### src/rtl/vend_payout_ctrl.sv
// Payout controller: queues change/bottle requests and
// drives one actuator at a time, waiting for its drop ack.
module vend_payout_ctrl #(
  parameter int PULSE_CYC   = 4,
  parameter int ACK_TIMEOUT = 16,
  parameter int PEND_W      = 4,
  parameter int INV_W       = 8,
  parameter int INV1_INIT   = 50,
  parameter int INV5_INIT   = 20,
  parameter int INVB_INIT   = 30
) (
  input  logic clk,
  input  logic reset,
  input  logic rest1_req,
  input  logic rest5_req,
  input  logic bottle_req,
  input  logic ack1,
  input  logic ack5,
  input  logic ackb,
  input  logic refill,
  output logic drive1,
  output logic drive5,
  output logic driveb,
  output logic busy,
  output logic empty1,
  output logic empty5,
  output logic emptyb,
  output logic overflow,
  output logic fault
);

  typedef enum logic [1:0] {
    IDLE, DRIVE, WAIT_ACK, FAULT
  } state_t;

  typedef enum logic [1:0] {
    SEL_NONE, SEL_1, SEL_5, SEL_B
  } sel_t;

  localparam int CMAX =
    (PULSE_CYC > ACK_TIMEOUT) ? PULSE_CYC : ACK_TIMEOUT;
  localparam int CNT_W = $clog2(CMAX + 1);
  localparam logic [CNT_W-1:0] PLAST = CNT_W'(PULSE_CYC - 1);
  localparam logic [CNT_W-1:0] TLAST = CNT_W'(ACK_TIMEOUT - 1);
  localparam logic [PEND_W-1:0] PMAX = '1;

  state_t state, state_n;
  sel_t   sel, sel_n, pick;
  logic [CNT_W-1:0] cnt, cnt_n;
  logic got, got_n;
  logic take, ack_sel;
  logic dec1, dec5, decb, ovf_set;
  logic [PEND_W-1:0] pend1, pend5, pendb;
  logic [INV_W-1:0]  inv1, inv5, invb;

  // Saturating up/down step; a request and a service in the
  // same cycle cancel out.
  function automatic logic [PEND_W-1:0] pnext(
    input logic [PEND_W-1:0] p,
    input logic inc,
    input logic dec
  );
    if (inc && !dec && p != PMAX) return p + PEND_W'(1);
    if (dec && !inc) return p - PEND_W'(1);
    return p;
  endfunction

  // Eligibility, priority pick and selected-ack mux.
  always_comb begin
    pick = SEL_NONE;
    if (|pend5 && |inv5)      pick = SEL_5;
    else if (|pend1 && |inv1) pick = SEL_1;
    else if (|pendb && |invb) pick = SEL_B;
    unique case (sel)
      SEL_1:   ack_sel = ack1;
      SEL_5:   ack_sel = ack5;
      SEL_B:   ack_sel = ackb;
      default: ack_sel = 1'b0;
    endcase
  end

  // Next-state logic of the service sequencer.
  always_comb begin
    state_n = state;
    sel_n   = sel;
    cnt_n   = cnt;
    got_n   = got;
    take    = 1'b0;
    unique case (state)
      IDLE: begin
        if (pick != SEL_NONE) begin
          state_n = DRIVE;
          sel_n   = pick;
          cnt_n   = '0;
          got_n   = 1'b0;
        end
      end
      DRIVE: begin
        if (ack_sel && !got) begin
          got_n = 1'b1;
          take  = 1'b1;
        end
        if (cnt == PLAST) begin
          cnt_n   = '0;
          state_n = (got || ack_sel) ? IDLE : WAIT_ACK;
        end else begin
          cnt_n = cnt + CNT_W'(1);
        end
      end
      WAIT_ACK: begin
        if (ack_sel) begin
          take    = 1'b1;
          state_n = IDLE;
        end else if (cnt == TLAST) begin
          state_n = FAULT;
        end else begin
          cnt_n = cnt + CNT_W'(1);
        end
      end
      default: state_n = FAULT;
    endcase
  end

  assign dec1 = (state == IDLE) && (pick == SEL_1);
  assign dec5 = (state == IDLE) && (pick == SEL_5);
  assign decb = (state == IDLE) && (pick == SEL_B);

  assign ovf_set =
    (rest1_req  && !dec1 && pend1 == PMAX) ||
    (rest5_req  && !dec5 && pend5 == PMAX) ||
    (bottle_req && !decb && pendb == PMAX);

  // Sequencer state and registered actuator drives.
  always_ff @(posedge clk) begin
    if (reset) begin
      state  <= IDLE;
      sel    <= SEL_NONE;
      cnt    <= '0;
      got    <= 1'b0;
      drive1 <= 1'b0;
      drive5 <= 1'b0;
      driveb <= 1'b0;
    end else begin
      state  <= state_n;
      sel    <= sel_n;
      cnt    <= cnt_n;
      got    <= got_n;
      drive1 <= (state_n == DRIVE) && (sel_n == SEL_1);
      drive5 <= (state_n == DRIVE) && (sel_n == SEL_5);
      driveb <= (state_n == DRIVE) && (sel_n == SEL_B);
    end
  end

  // Pending queues and sticky overflow.
  always_ff @(posedge clk) begin
    if (reset) begin
      pend1    <= '0;
      pend5    <= '0;
      pendb    <= '0;
      overflow <= 1'b0;
    end else begin
      pend1    <= pnext(pend1, rest1_req, dec1);
      pend5    <= pnext(pend5, rest5_req, dec5);
      pendb    <= pnext(pendb, bottle_req, decb);
      overflow <= overflow | ovf_set;
    end
  end

  // Inventories: refill beats an accepted drop.
  always_ff @(posedge clk) begin
    if (reset || refill) begin
      inv1 <= INV_W'(INV1_INIT);
      inv5 <= INV_W'(INV5_INIT);
      invb <= INV_W'(INVB_INIT);
    end else if (take) begin
      if (sel == SEL_1) inv1 <= inv1 - INV_W'(1);
      if (sel == SEL_5) inv5 <= inv5 - INV_W'(1);
      if (sel == SEL_B) invb <= invb - INV_W'(1);
    end
  end

  assign busy   = (state != IDLE) || |pend1 || |pend5 || |pendb;
  assign empty1 = (inv1 == '0);
  assign empty5 = (inv5 == '0);
  assign emptyb = (invb == '0);
  assign fault  = (state == FAULT);

endmodule

### config.mk
export PLATFORM = sky130hd
export DESIGN_NAME = vend_payout_ctrl
export DESIGN_NICKNAME = d
export VERILOG_FILES = /design/src/rtl/vend_payout_ctrl.sv
export SDC_FILE = /design/constraint.sdc
export NUM_CORES = 1
export LEC_CHECK = 0
export CAP_MARGIN = 20
export CELL_PAD_IN_SITES_DETAIL_PLACEMENT = 0
export CELL_PAD_IN_SITES_GLOBAL_PLACEMENT = 2
export CORE_MARGIN = 1
export CORE_UTILIZATION = 37
export DETAILED_ROUTE_END_ITERATION = 8
export HOLD_SLACK_MARGIN = 0.06
export PLACE_DENSITY = 0.78
export SKIP_CTS_REPAIR_TIMING = 1
export SLEW_MARGIN = 30
export SYNTH_ARGS = -nofsm -noshare
export SYNTH_HDL_FRONTEND = slang
export SYNTH_SLANG_ARGS = --single-unit
### constraint.sdc
create_clock -name clk -period 3.1 [get_ports clk]
set_clock_uncertainty 0.15 [all_clocks]
set_input_delay 0.93 -clock clk [delete_from_list [all_inputs] [get_ports clk]]
set_output_delay 0.93 -clock clk [all_outputs]
set_load 0.1 [all_outputs]
==> impl_metrics.csv <==
group,metric,value,unit
worst_setup_path,worstSetupEndpointType,"primary output",
clock_network,clkLatencyLatePin,0.31,ns
routing,wl_per_cell,14.6,um
power_and_ir_drop,p_comb_share,49.6,%
worst_setup_path,startpoint_type,"flop",
routing,totalWireLength,6950,um
synthesis,synth_edf_count,0,
synthesis,synth.ff_latch_count,50,
timing,maxSlewHeadroom,58.2,%
timing,period_minus_slack,2.84,ns
cells_and_area,final_common_cell,"dfxtp_1",
power_and_ir_drop,pwr-share-seq,33.9,%
worst_setup_path,slowest_stage,"dfxtp_1",
grt,grt_pass1_vias,2492,
place,dp_cells,469,
synthesis,synthTopCellsByArea,"dfxtp_1 33%, ha_1 8.8%, xnor2_1 6.1%",
synthesis,synth_seq_area_share,33.4,%
cells_and_area,final_util,44.3,%
cells_and_area,fin_cells,477,
synthesis,synth_ff_type,"dfxtp_1",
grt,grt_overflow,0,
worst_setup_path,crit_type,"reg2out",
cells_and_area,final_net_count,404,
routing,drt_iter0_drc,70,
synthesis,syn_area_per_cell,8.50,um2
clock_network,cts_max_level,2,
cells_and_area,drive_above_1_share,12.0,%
floorplan,die_w,92.1,um
grt,grt_usage,17.8,%
routing,vias_per_cell,5.31,
floorplan,start_util,38.6,%
grt,grt_max_degree,19,
routing,drc_errors,0,
synthesis,synth_nets,383,
timing,tns,0,ns
synthesis,yosys.area.top_type,"dfxtp_1",
worst_setup_path,path_delay_family,"simple AND/OR/NAND/NOR gates",
place,hpwl,5220,um
worst_setup_path,cp_max_fo,5,
routing,vias,2535,
power_and_ir_drop,p_leak,1.29,nW
clock_network,cts_made_buffers,5,
cells_and_area,final_cell_mix,"50 x dfxtp_1, 37 x nor2_1, 23 x inv_1",
power_and_ir_drop,ir_worst_vdd,0.280,mV
place,io_buffer_count,17,
floorplan,io_pins,18,
cells_and_area,antenna_cells,0,
clock_network,cts_max_path_buffers,2,
timing,setup_viol,0,
synthesis,yosysWarnings,0,
grt,antenna_found_initial,0,
worst_setup_path,cp_cell_sequence,"inv_1, ha_1, nor3b_1, nand4_1, buf_12",
floorplan,die_y,92.1,um
floorplan,core,7770,um2
clock_network,clock-sinks,50,
timing,finalWorstSetupSlack,0.261,ns
floorplan,core.rowCount,32,
synthesis,netlist_area,3000,um2
timing,hold-worst-slack,0.351,ns
timing,rsz0062_at_grt,"false",
synthesis,synth_cells,353,
worst_setup_path,worstPathArrival,1.76,ns
routing,first_pass_iters,4,
timing,hold_violations,0,
power_and_ir_drop,swShare,45.2,%
run_status,outcome,"finished, final reports clean",
timing,fmax,352,MHz
synthesis,synth_top_area_share,33.4,%
power_and_ir_drop,intPower,1.39,mW
clock_network,clock-root-buffer,"clkbuf_8",
cells_and_area,syn_to_final_growth,14.7,%
timing,drv_slew,0,
power_and_ir_drop,power_per_cell_area,738,nW/um2
power_and_ir_drop,power.switching,1.15,mW
floorplan,dieArea,8470,um2
clock_network,cts.clk_slew.worst_paths,0.10,ns
timing,fin_crit_sh,91.6,%
clock_network,cts_tree,"done",
place,place_ws,0.0425,ns
synthesis,synthArstFlopShare,0,%
routing,postRouteAntennaNets,0,
timing,tightest_slew,0.626,ns
cells_and_area,n_fill_cell,813,
worst_setup_path,crit_buf_inv,2,
worst_hold_path,hp-class,"reg2reg",
power_and_ir_drop,pwr-share-clk,16.5,%
run,drv_cap,0,
worst_setup_path,crit_path_max_incr_delay,0.34,ns
place,finalWeightedCongestion,0.781,
grt,grt_pass1_wl,12000,um
worst_setup_path,critical_path_required,2.02,ns
synthesis,ys_types,56,
==> power groups by stage <==
stage                     Combinational [mW]  Sequential (mW)  Clock [mW]
after global routing                    1.39            0.878       0.460
after CTS                               1.26            0.860       0.440
final                                   1.26            0.861       0.418
after global placement                  1.25            0.873           0
after detailed placement                1.26            0.875           0
after floorplan                        0.850            0.939           0
==> cell type report <==
| type | count | area (um2) | area share (%) |
|---|---|---|---|
| repair buffers | 25 | 258 | 7.49 |
| flip-flops and latches | 50 | 1000 | 29.1 |
| clock inverters | 2 | 17.5 | 0.509 |
| clock buffers | 6 | 82.6 | 2.40 |
| well taps | 102 | 128 | 3.71 |
| multi-input cells | 269 | 1870 | 54.3 |
| inverters | 23 | 86.3 | 2.51 |
==> flip-flops by register name (all words and copies together), names as in the netlist <==
name      flops
cnt           5
drive1        1
drive5        1
driveb        1
got           1
inv1          8
inv5          8
invb          8
overflow      1
pend1         4
pend5         4
pendb         4
sel           2
state         2
==> worst paths after layout <==
check,start,endpoint,slack (ns),cells past startpoint
max,pend5[0],busy,0.26,5
min,cnt[4],cnt[4],0.35,2
max reg2reg,pend1[0],cnt[1],0.43,8
min reg2reg,cnt[4],cnt[4],0.35,2
==> cells by family after synthesis <==
logic type	count (synthesis)	synth area share (%)
compound gates	72	16.4
xor+xnor	22	6.42
fa+ha+maj	21	8.76
buf+inv	34	4.55
simple gates	143	26.6
flops	50	33.4
mux	11	3.92
==> tightest hold or removal path, stage by stage (launching register included) <==
cell and delay, ns:
dfxtp_1 0.32, o21ai_0 0.07, a21oi_1 0.06
==> routing by layer <==
metal	global-route usage, %	wire, um
met5	0	0
met4	5.08	84
met3	3.23	209
met2	29.4	3120
met1	23.7	3530
==> synth_stat cells (4+ instances only) <==
library cell  count
a211oi_1          7
a21o_1            4
a21oi_1          15
a31oi_1           7
and3_1            7
clkbuf_1          7
dfxtp_1          50
ha_1             21
inv_1            23
mux2i_1           8
nand2_1          20
nand3_1          10
nor2_1           37
nor3_1           11
nor3b_1           5
nor4_1           11
nor4b_1           4
o211ai_1          4
o21ai_0          11
o31ai_1           4
or2_2             4
or3_1             6
or4_1             6
xnor2_1          21
==> through the flow <==
stage / power [mW] / instance area [um2]
2_1_floorplan: 1.79 / 3000
3_3_place_gp: 2.13 / 3340
3_5_place_dp: 2.13 / 3340
4_1_cts: 2.56 / 3440
5_1_grt: 2.73 / 3440
6_report: 2.54 / 3440
(Power assumes the default switching activity.)
